`config.mk`:
```
export PLATFORM = sky130hd
export DESIGN_NAME = tile_fetch_pipe
export DESIGN_NICKNAME = d
export VERILOG_FILES = /design/src/rtl/tile_fetch_pipe.sv
export SDC_FILE = /design/constraint.sdc
export NUM_CORES = 1
export LEC_CHECK = 0
export BUFFER_PORTS_ARGS = -buffer_cell sky130_fd_sc_hd__buf_2
export CAP_MARGIN = 20
export CORE_ASPECT_RATIO = 0.6
export CORE_MARGIN = 3
export CORE_UTILIZATION = 40
export DETAILED_ROUTE_END_ITERATION = 7
export MAX_ROUTING_LAYER = met4
export SLEW_MARGIN = 15
export SYNTH_ARGS = -nofsm -noshare
export SYNTH_HDL_FRONTEND = slang
export SYNTH_SLANG_ARGS = --single-unit
```
`constraint.sdc`:
```
create_clock -name clk -period 4.5 [get_ports clk]
set_input_delay 0.225 -clock clk [delete_from_list [all_inputs] [get_ports clk]]
set_output_delay 0.225 -clock clk [all_outputs]
set_load 0.005 [all_outputs]
```
`src/rtl/tile_fetch_pipe.sv`:
```
// tile_fetch_pipe: raster position to occupancy-grid address and 30x30 texel address,
// aligned to the background sprite ROM's registered read.
module tile_fetch_pipe #(
    parameter int BOARD_X0 = 80,
    parameter int BOARD_Y0 = 15,
    parameter int TILE     = 30,
    parameter int COLS     = 15,
    parameter int ROWS     = 15
) (
    input  logic       clk,
    input  logic       reset,
    input  logic       pix_en,
    input  logic [9:0] draw_x,
    input  logic [9:0] draw_y,
    output logic [7:0] grid_addr,
    input  logic [3:0] grid_state,
    output logic [3:0] state,
    output logic [9:0] read_address,
    output logic       pix_valid_out,
    output logic       on_board_out
);
    localparam int XW = $clog2(TILE);
    localparam int CW = $clog2(COLS + 1);
    localparam int RW = $clog2(ROWS);
    localparam logic [9:0] X0 = 10'(BOARD_X0);
    localparam logic [9:0] XE = 10'(BOARD_X0 + COLS * TILE);
    localparam logic [9:0] XL = 10'(BOARD_X0 + COLS * TILE - 1);
    localparam logic [9:0] Y0 = 10'(BOARD_Y0);
    localparam logic [9:0] YE = 10'(BOARD_Y0 + ROWS * TILE);
    localparam logic [XW-1:0] TL = XW'(TILE - 1);
    localparam logic [RW-1:0] RL = RW'(ROWS - 1);

    logic          in_board, adv, at_x0, wrap_x;
    logic [XW-1:0] off_x, off_y, cur_x;
    logic [CW-1:0] tile_col, cur_col;
    logic [RW-1:0] tile_row;
    logic [9:0]    tex_row_base, tex_a;
    logic [7:0]    cell_row_base;
    logic          v_a, b_a, v_b, b_b;

    assign in_board = draw_x >= X0 && draw_x < XE && draw_y >= Y0 && draw_y < YE;
    assign adv      = pix_en && in_board;
    assign at_x0    = draw_x == X0;
    // the line-start pixel uses zero for itself, so stale horizontal counts never leak in
    assign cur_x    = at_x0 ? '0 : off_x;
    assign cur_col  = at_x0 ? '0 : tile_col;
    assign wrap_x   = cur_x == TL;
    assign state    = b_b ? grid_state : '0;

    always_ff @(posedge clk or posedge reset) begin
        if (reset) begin
            off_x    <= '0;
            tile_col <= '0;
        end else if (adv) begin
            off_x    <= wrap_x ? '0 : cur_x + XW'(1);
            tile_col <= wrap_x ? cur_col + CW'(1) : cur_col;
        end
    end

    always_ff @(posedge clk or posedge reset) begin
        if (reset) begin
            off_y         <= '0;
            tile_row      <= '0;
            tex_row_base  <= '0;
            cell_row_base <= '0;
        end else if (pix_en && draw_y < Y0) begin
            off_y         <= '0;
            tile_row      <= '0;
            tex_row_base  <= '0;
            cell_row_base <= '0;
        end else if (adv && draw_x == XL) begin
            off_y         <= off_y == TL ? '0 : off_y + XW'(1);
            tex_row_base  <= off_y == TL ? '0 : tex_row_base + 10'(TILE);
            tile_row      <= off_y != TL ? tile_row : tile_row == RL ? '0 : tile_row + RW'(1);
            cell_row_base <= off_y != TL ? cell_row_base : tile_row == RL ? '0 : cell_row_base + 8'(COLS);
        end
    end

    always_ff @(posedge clk or posedge reset) begin
        if (reset) begin
            grid_addr     <= '0;
            tex_a         <= '0;
            v_a           <= 1'b0;
            b_a           <= 1'b0;
            read_address  <= '0;
            v_b           <= 1'b0;
            b_b           <= 1'b0;
            pix_valid_out <= 1'b0;
            on_board_out  <= 1'b0;
        end else begin
            if (adv) grid_addr <= cell_row_base + 8'(cur_col);
            tex_a         <= adv ? tex_row_base + 10'(cur_x) : '0;
            v_a           <= pix_en;
            b_a           <= adv;
            read_address  <= tex_a;
            v_b           <= v_a;
            b_b           <= b_a;
            pix_valid_out <= v_b;
            on_board_out  <= b_b;
        end
    end
endmodule

```
==> metrics.cfg, run 1 <==
[status]
status=completed

[yosys]
ys_seq_elements=69
ys_warn_count=0
yosys_most_used_dff=dfrtp_1
synth_top_area_share_pct=47.46
syn_nets=425
synth.area.top_cells=dfrtp_1 47%, ha_1 5.5%, o21ai_0 5.1%
synthArstFlopShare_pct=100.0
synth_area_per_cell_um2=9.550
synth.distinct_cells=50
synth_area_leader_cell=dfrtp_1
syn_area_um2=3638
synth_most_common_cell=dfrtp_1
synthCells=381
synth-edff-count=0
synth_seq_area_share_pct=47.46
synth_common_cells=69 x dfrtp_1, 37 x o21ai_0, 34 x nand2_1, 34 x nor2_1, 32 x a21oi_1

[floorplanning]
pin_count=51
die-area_um2=10310
dieHeight_um=79.88
core-area_um2=8686
start_util_pct=41.89
die_x_um=129.1
fp-row-count=26

[drt]
wirelength_mm=7.638
drt_iter0_markers=169
routedWlPerCell_um=13.91
vias_per_cell=5.257
drt_pre_antenna_iters=4
ant_nets=0
drc=0
vias=2886

[setup_path]
path_buf_inv=2
path_delay_family=simple AND/OR/NAND/NOR gates
cpPeakStageDelay_ps=710
path_class=input port to register
cp_data_arrival_time_ps=2900
cp_slowest_cell=or4b_2
crit_fanout=17
worstSetupStartpointType=input port
critPathCaptureType=register
critPathRequiredTime_ps=4700
worstPathCellList=buf_2 -> or4b_2 -> nor4_4 -> buf_4 -> nor2b_1 -> ha_1 -> fa_1 -> a21o_1 -> a21oi_1 -> nor2_1 -> xnor2_1 -> o21ai_0

[sta]
fin_crit_sh_pct=59.99
maxSlewHeadroom_pct=45.34
slew_violations=0
hold_ws_ps=0.3905
max_freq_ghz=0.3704
finalSetupTns_ps=0
hold_violations=0
clock_skew_ps=7.242
rsz0062_at_grt=no
setup_viol=0
worst_slew_pin_slew_ps=812.4
min_period_ps=2700

[global_routing]
overflow=0
grt_usage_pct=16.68
first_global_vias=2675
grt_pass1_wl_mm=13.32
antenna_found_initial=0
grt_max_degree=37

[final_layout]
area_delta_synth_final_pct=19.64
nets=476
seqCellArea_um2=1727
final_util_pct=50.12
fillers=810
finalNonFillerCells=549
multi_input_area_um2=1810
antenna_cells=0
drive_gt1_share_pct=18.76

[pwr]
cellPowerDensity_nw_per_um2=394.4
peakVddDrop_mv=0.2358
p_leak_nw=2.035

[min_path]
hold_path_class=input port to asynchronous set/reset pin

[job]
max_cap_viol_count=0

[clock_network]
ctsResizeCount=0
cts-root-buf=clkbuf_16
post_cts_buffers=0
clkSlewWorstSetupHoldPaths_ps=60
cts_buffer_depth=2
cts_made_buffers=9
cts_max_level=3
tritoncts=built
clock-sinks=69
clk_latency_ps=330
cts-hold-fix-buffers=0

[placement]
dpl.hpwl_mm=5.441
dp_cells=533
gp_congestion=0.8126
portBuffers=50

[per-layer routing]
layer  routed length [um]  track usage, %  share of wire (%)
met5                    0               -                  0
met1                 4067           24.05                 53
met2                 3138           22.83                 41
met3                  331           4.412                4.3
met4                  100           5.031                1.3
[cells by family (layout without fill, tap and decap cells)]
kind of cell             Yosys count  after routing  share of synthesized area, %
other                              1              1                        0.1031
multiplexers                       2              2                        0.5502
AO/OA/AOI/OAI                     92             92                         14.44
XOR/XNOR                          13             13                         3.129
buffers and inverters             27             83                         2.785
AND/OR/NAND/NOR                  160            160                         25.48
adder cells (fa/ha/maj)           17             17                         6.052
flip-flops                        69             69                         47.46
[flip-flops by register name, indices dropped and copies added, names as in the netlist, 5 cells and up]
name           flops
cell_row_base      8
grid_addr          8
off_x              5
off_y              5
read_address      10
tex_a             10
tex_row_base       9
[cell type report]
type	count	area share, %
inverter	13	1.121
tap	112	3.219
clock inverter	7	2.788
timing repair buffer	54	6.439
sequential	69	39.67
multi-input combinational	285	41.59
clock buffer	9	5.174
[placed cells by master (no fill, tap or decap), types with 6 or more instances in the layout]
cell type  netlist  final
dfrtp_1         69     69
buf_2            0     50
o21ai_0         37     37
nor2_1          34     34
nand2_1         34     34
a21oi_1         32     32
ha_1            16     16
nand3_1         15     15
nor2b_1         11     11
inv_1           12     11
and2_1          10     10
clkbuf_16        0      9
nand4_1          8      8
xor2_1           8      8
or3_1            7      7
or4_1            6      6
[final timing paths]
kind	cells past startpoint	slack (ps)	end	start
setup reg to reg	6	2170	cell_row_base[4]	off_y[1]
min in group clk	1	50	v_a	pix_en
setup / recovery	12	1800	grid_addr[6]	draw_x[7]
max in group asynchronous	3	3580	tex_row_base[3]	reset
hold / removal	2	0.4	off_x[0]	reset
hold reg to reg	0	350	read_address[5]	tex_a[5]
[per-stage QoR]
stage	setup slack, ps	instance area [um2]	power (W)
finish	1800	4353	0.001717
global route	1655	4353	0.001805
detailed placement	1432	4006	0.0009102
global placement	1528	4006	0.0009084
floorplan	1539	3638	0.0008483
CTS	1805	4353	0.001732
[report_power, final]
part | internal [W] | switching, W
Clock | 0.000545 | 0.000270
Combinational | 0.0000911 | 0.000122
Sequential | 0.000655 | 0.0000347
Total | 0.00129 | 0.000427
[worst register-to-register path, delay by kind of cell (launching register included)]
| family | cells | cell delay [ps] |
|---|---|---|
| adders and majority gates | 1 | 150 |
| DFF | 1 | 400 |
| and+or+nand+nor | 3 | 1480 |
| AOI/OAI and AO/OA | 1 | 150 |
| buffers and inverters | 1 | 80 |
(Power assumes the default switching activity.)
==> run 2: changes to the inputs <==
--- a/config.mk
+++ b/config.mk
@@ -5,6 +5,7 @@
 export SDC_FILE = /design/constraint.sdc
 export NUM_CORES = 1
 export LEC_CHECK = 0
+export ABC_AREA = 1
 export BUFFER_PORTS_ARGS = -buffer_cell sky130_fd_sc_hd__buf_2
 export CAP_MARGIN = 20
 export CORE_ASPECT_RATIO = 0.6
==> constraint.sdc (replaced) <==
create_clock -name clk -period 2.5 [get_ports clk]
set_input_delay 0.125 -clock clk [delete_from_list [all_inputs] [get_ports clk]]
set_output_delay 0.125 -clock clk [all_outputs]
set_load 0.005 [all_outputs]
==> run 2 against run 1 <==
Clock power is 68% higher; global-route usage is 0.55 points higher; combinational power is 92% higher; sequential power is 80% higher; largest cell class unchanged; first-iteration DRC count is 84% higher; worst hold slack better by 310 ps; cell area is 3.8% higher; total power is 76% higher; via count is 9.2% higher; register-to-register slack worse by 1600 ps; core utilization is 0.96 points higher; synthesized cell count is 24% higher.
==> metrics.cfg, run 2 <==
[status]
status=completed

[drt]
routedWlPerCell_um=12.38
wirelength_mm=8.231
drt_pre_antenna_iters=4
drt_iter0_markers=311
drc=0
vias=3151
vias_per_cell=4.738
ant_nets=0

[global_routing]
antenna_found_initial=0
grt_usage_pct=17.23
grt_pass1_wl_mm=14.38
overflow=0
grt_max_degree=47
first_global_vias=2950

[clock_network]
clock-sinks=69
cts_buffer_depth=2
ctsResizeCount=0
tritoncts=built
cts-root-buf=clkbuf_16
clkSlewWorstSetupHoldPaths_ps=60
cts_made_buffers=9
clk_latency_ps=330
cts_max_level=3

[floorplanning]
pin_count=51
die_x_um=131.7
fp-row-count=26
dieHeight_um=81.40
core-area_um2=8848
die-area_um2=10720
start_util_pct=42.83

[setup_path]
crit_fanout=6
worstSetupStartpointType=input port
path_class=input port to register
r2r_cells=9
critPathRequiredTime_ps=2700
critPathCaptureType=register
cp_data_arrival_time_ps=2170

[min_path]
hold_path_depth=5
hold_path_class=input port to register

[job]
max_cap_viol_count=0

[yosys]
synth.distinct_cells=33
synth-edff-count=0
yosys_most_used_dff=dfrtp_1
synth_area_per_cell_um2=7.996
synth_seq_area_share_pct=45.56
syn_area_um2=3790
syn_nets=518
synth_most_common_cell=nand2_1
ys_seq_elements=69
synth_common_cells=139 x nand2_1, 69 x dfrtp_1, 56 x inv_1
synth.area.top_cells=dfrtp_1 46%, nand2_1 14%, inv_1 5.5%
synth_top_area_share_pct=45.56
ys_warn_count=0
synthCells=474
synthArstFlopShare_pct=100.0
synth_area_leader_cell=dfrtp_1

[final_layout]
area_delta_synth_final_pct=19.25
final_cell_mix=139 x nand2_1, 69 x dfrtp_1, 55 x inv_1, 50 x buf_2, 44 x nor2_1
drive_gt1_share_pct=17.81
reg.largest.list=read_address x10, tex_a x10, tex_row_base x9
final_util_pct=51.07
layout_commonest_cell=nand2_1
nets=578
antenna_cells=0

[placement]
portBuffers=50
dpl.hpwl_mm=6.090
gp_congestion=0.9181

[pwr]
p_leak_nw=2.454
peakVddDrop_mv=0.3046
cellPowerDensity_nw_per_um2=668.0

[sta]
setup_viol=0
maxSlewHeadroom_pct=66.28
slew_violations=0
fin_crit_sh_pct=79.02
max_freq_ghz=0.5062
min_period_ps=1975
hold_violations=0
worst_slew_pin_slew_ps=505.1
rsz0062_at_grt=no
finalSetupTns_ps=0
clock_skew_ps=5.760

[run 2: kinds of logic (layout without fill, tap and decap cells)]
family,count (synthesis),in the layout,synth area share [%]
adder cells (fa/ha/maj),17,17,5.810
AO/OA/AOI/OAI,51,51,6.933
other,1,1,0.09895
AND/OR/NAND/NOR,249,249,29.09
XOR/XNOR,20,20,4.622
buffers and inverters,67,132,7.890
flip-flops,69,69,45.56
[run 2: layout make-up]
| cell class | instances | area (um2) |
|---|---|---|
| Inverter | 58 | 217.7 |
| Fill cell | 854 | 4329 |
| Clock inverter | 6 | 86.33 |
| Clock buffer | 10 | 239.0 |
| Timing Repair Buffer | 58 | 327.8 |
| Tap cell | 126 | 157.7 |
| Multi-Input combinational cell | 338 | 1764 |
| Sequential cell | 69 | 1727 |
[run 2: worst paths after layout]
kind                                  start         endpoint  slack (ps)
worst max-delay path              draw_x[9]         tex_a[6]         520
worst min-delay path              draw_x[9]         off_y[1]         310
worst max register to register  tile_col[1]     grid_addr[5]         570
worst min register to register     tex_a[6]  read_address[6]         350
max in group asynchronous             reset  tex_row_base[6]        1510
min in group asynchronous             reset  read_address[5]         370
[run 2: metrics by stage]
stage / hold slack, ps / power (W) / setup slack [ps] / instances / cell area (um2)
6_report: 311.7 / 0.003019 / 524.6 / 665 / 4519
5_1_grt: 325.7 / 0.003182 / 284.3 / 665 / 4519
4_1_cts: 311.3 / 0.003046 / 558.6 / 665 / 4519
3_5_place_dp: 187.3 / 0.001664 / 243.9 / 647 / 4174
3_3_place_gp: 181.5 / 0.001652 / 344.0 / 647 / 4174
2_1_floorplan: 156.4 / 0.001544 / 597.7 / 474 / 3790
[run 2: report_power, final]
group / internal (W) / total [W] / switching (W)
combinational: 0.000157 / 0.000409 / 0.000252
clock: 0.000897 / 0.00137 / 0.000472
sequential: 0.00119 / 0.00124 / 0.0000524
total: 0.00224 / 0.00302 / 0.000776
[run 2: layer usage]
metal / GRT usage [%] / up-vias / part of all wire [%]
li1: - / 1625 / -
met1: 24.03 / 1440 / 51
met2: 24.72 / 79 / 41
met3: 5.074 / 7 / 6.7
met4: 4.088 / 0 / 0.55
met5: - / - / 0
[run 2: what timing repair did]
item	in CTS	in global routing
setup buffers	0	0
hold buffers	2	0
hold endpoints to repair	24	0
[run 2: critical path: stages]
cell and delay (ps):
buf_2 110, inv_1 90, nand2_1 70, nor2_1 190, nand2_1 90, nor2_1 210, buf_4 170, nor2_1 40
ha_1 340, a21oi_1 220, nor2_1 70, a21oi_1 130, nand2_1 120, o21ai_0 160, a21oi_1 60
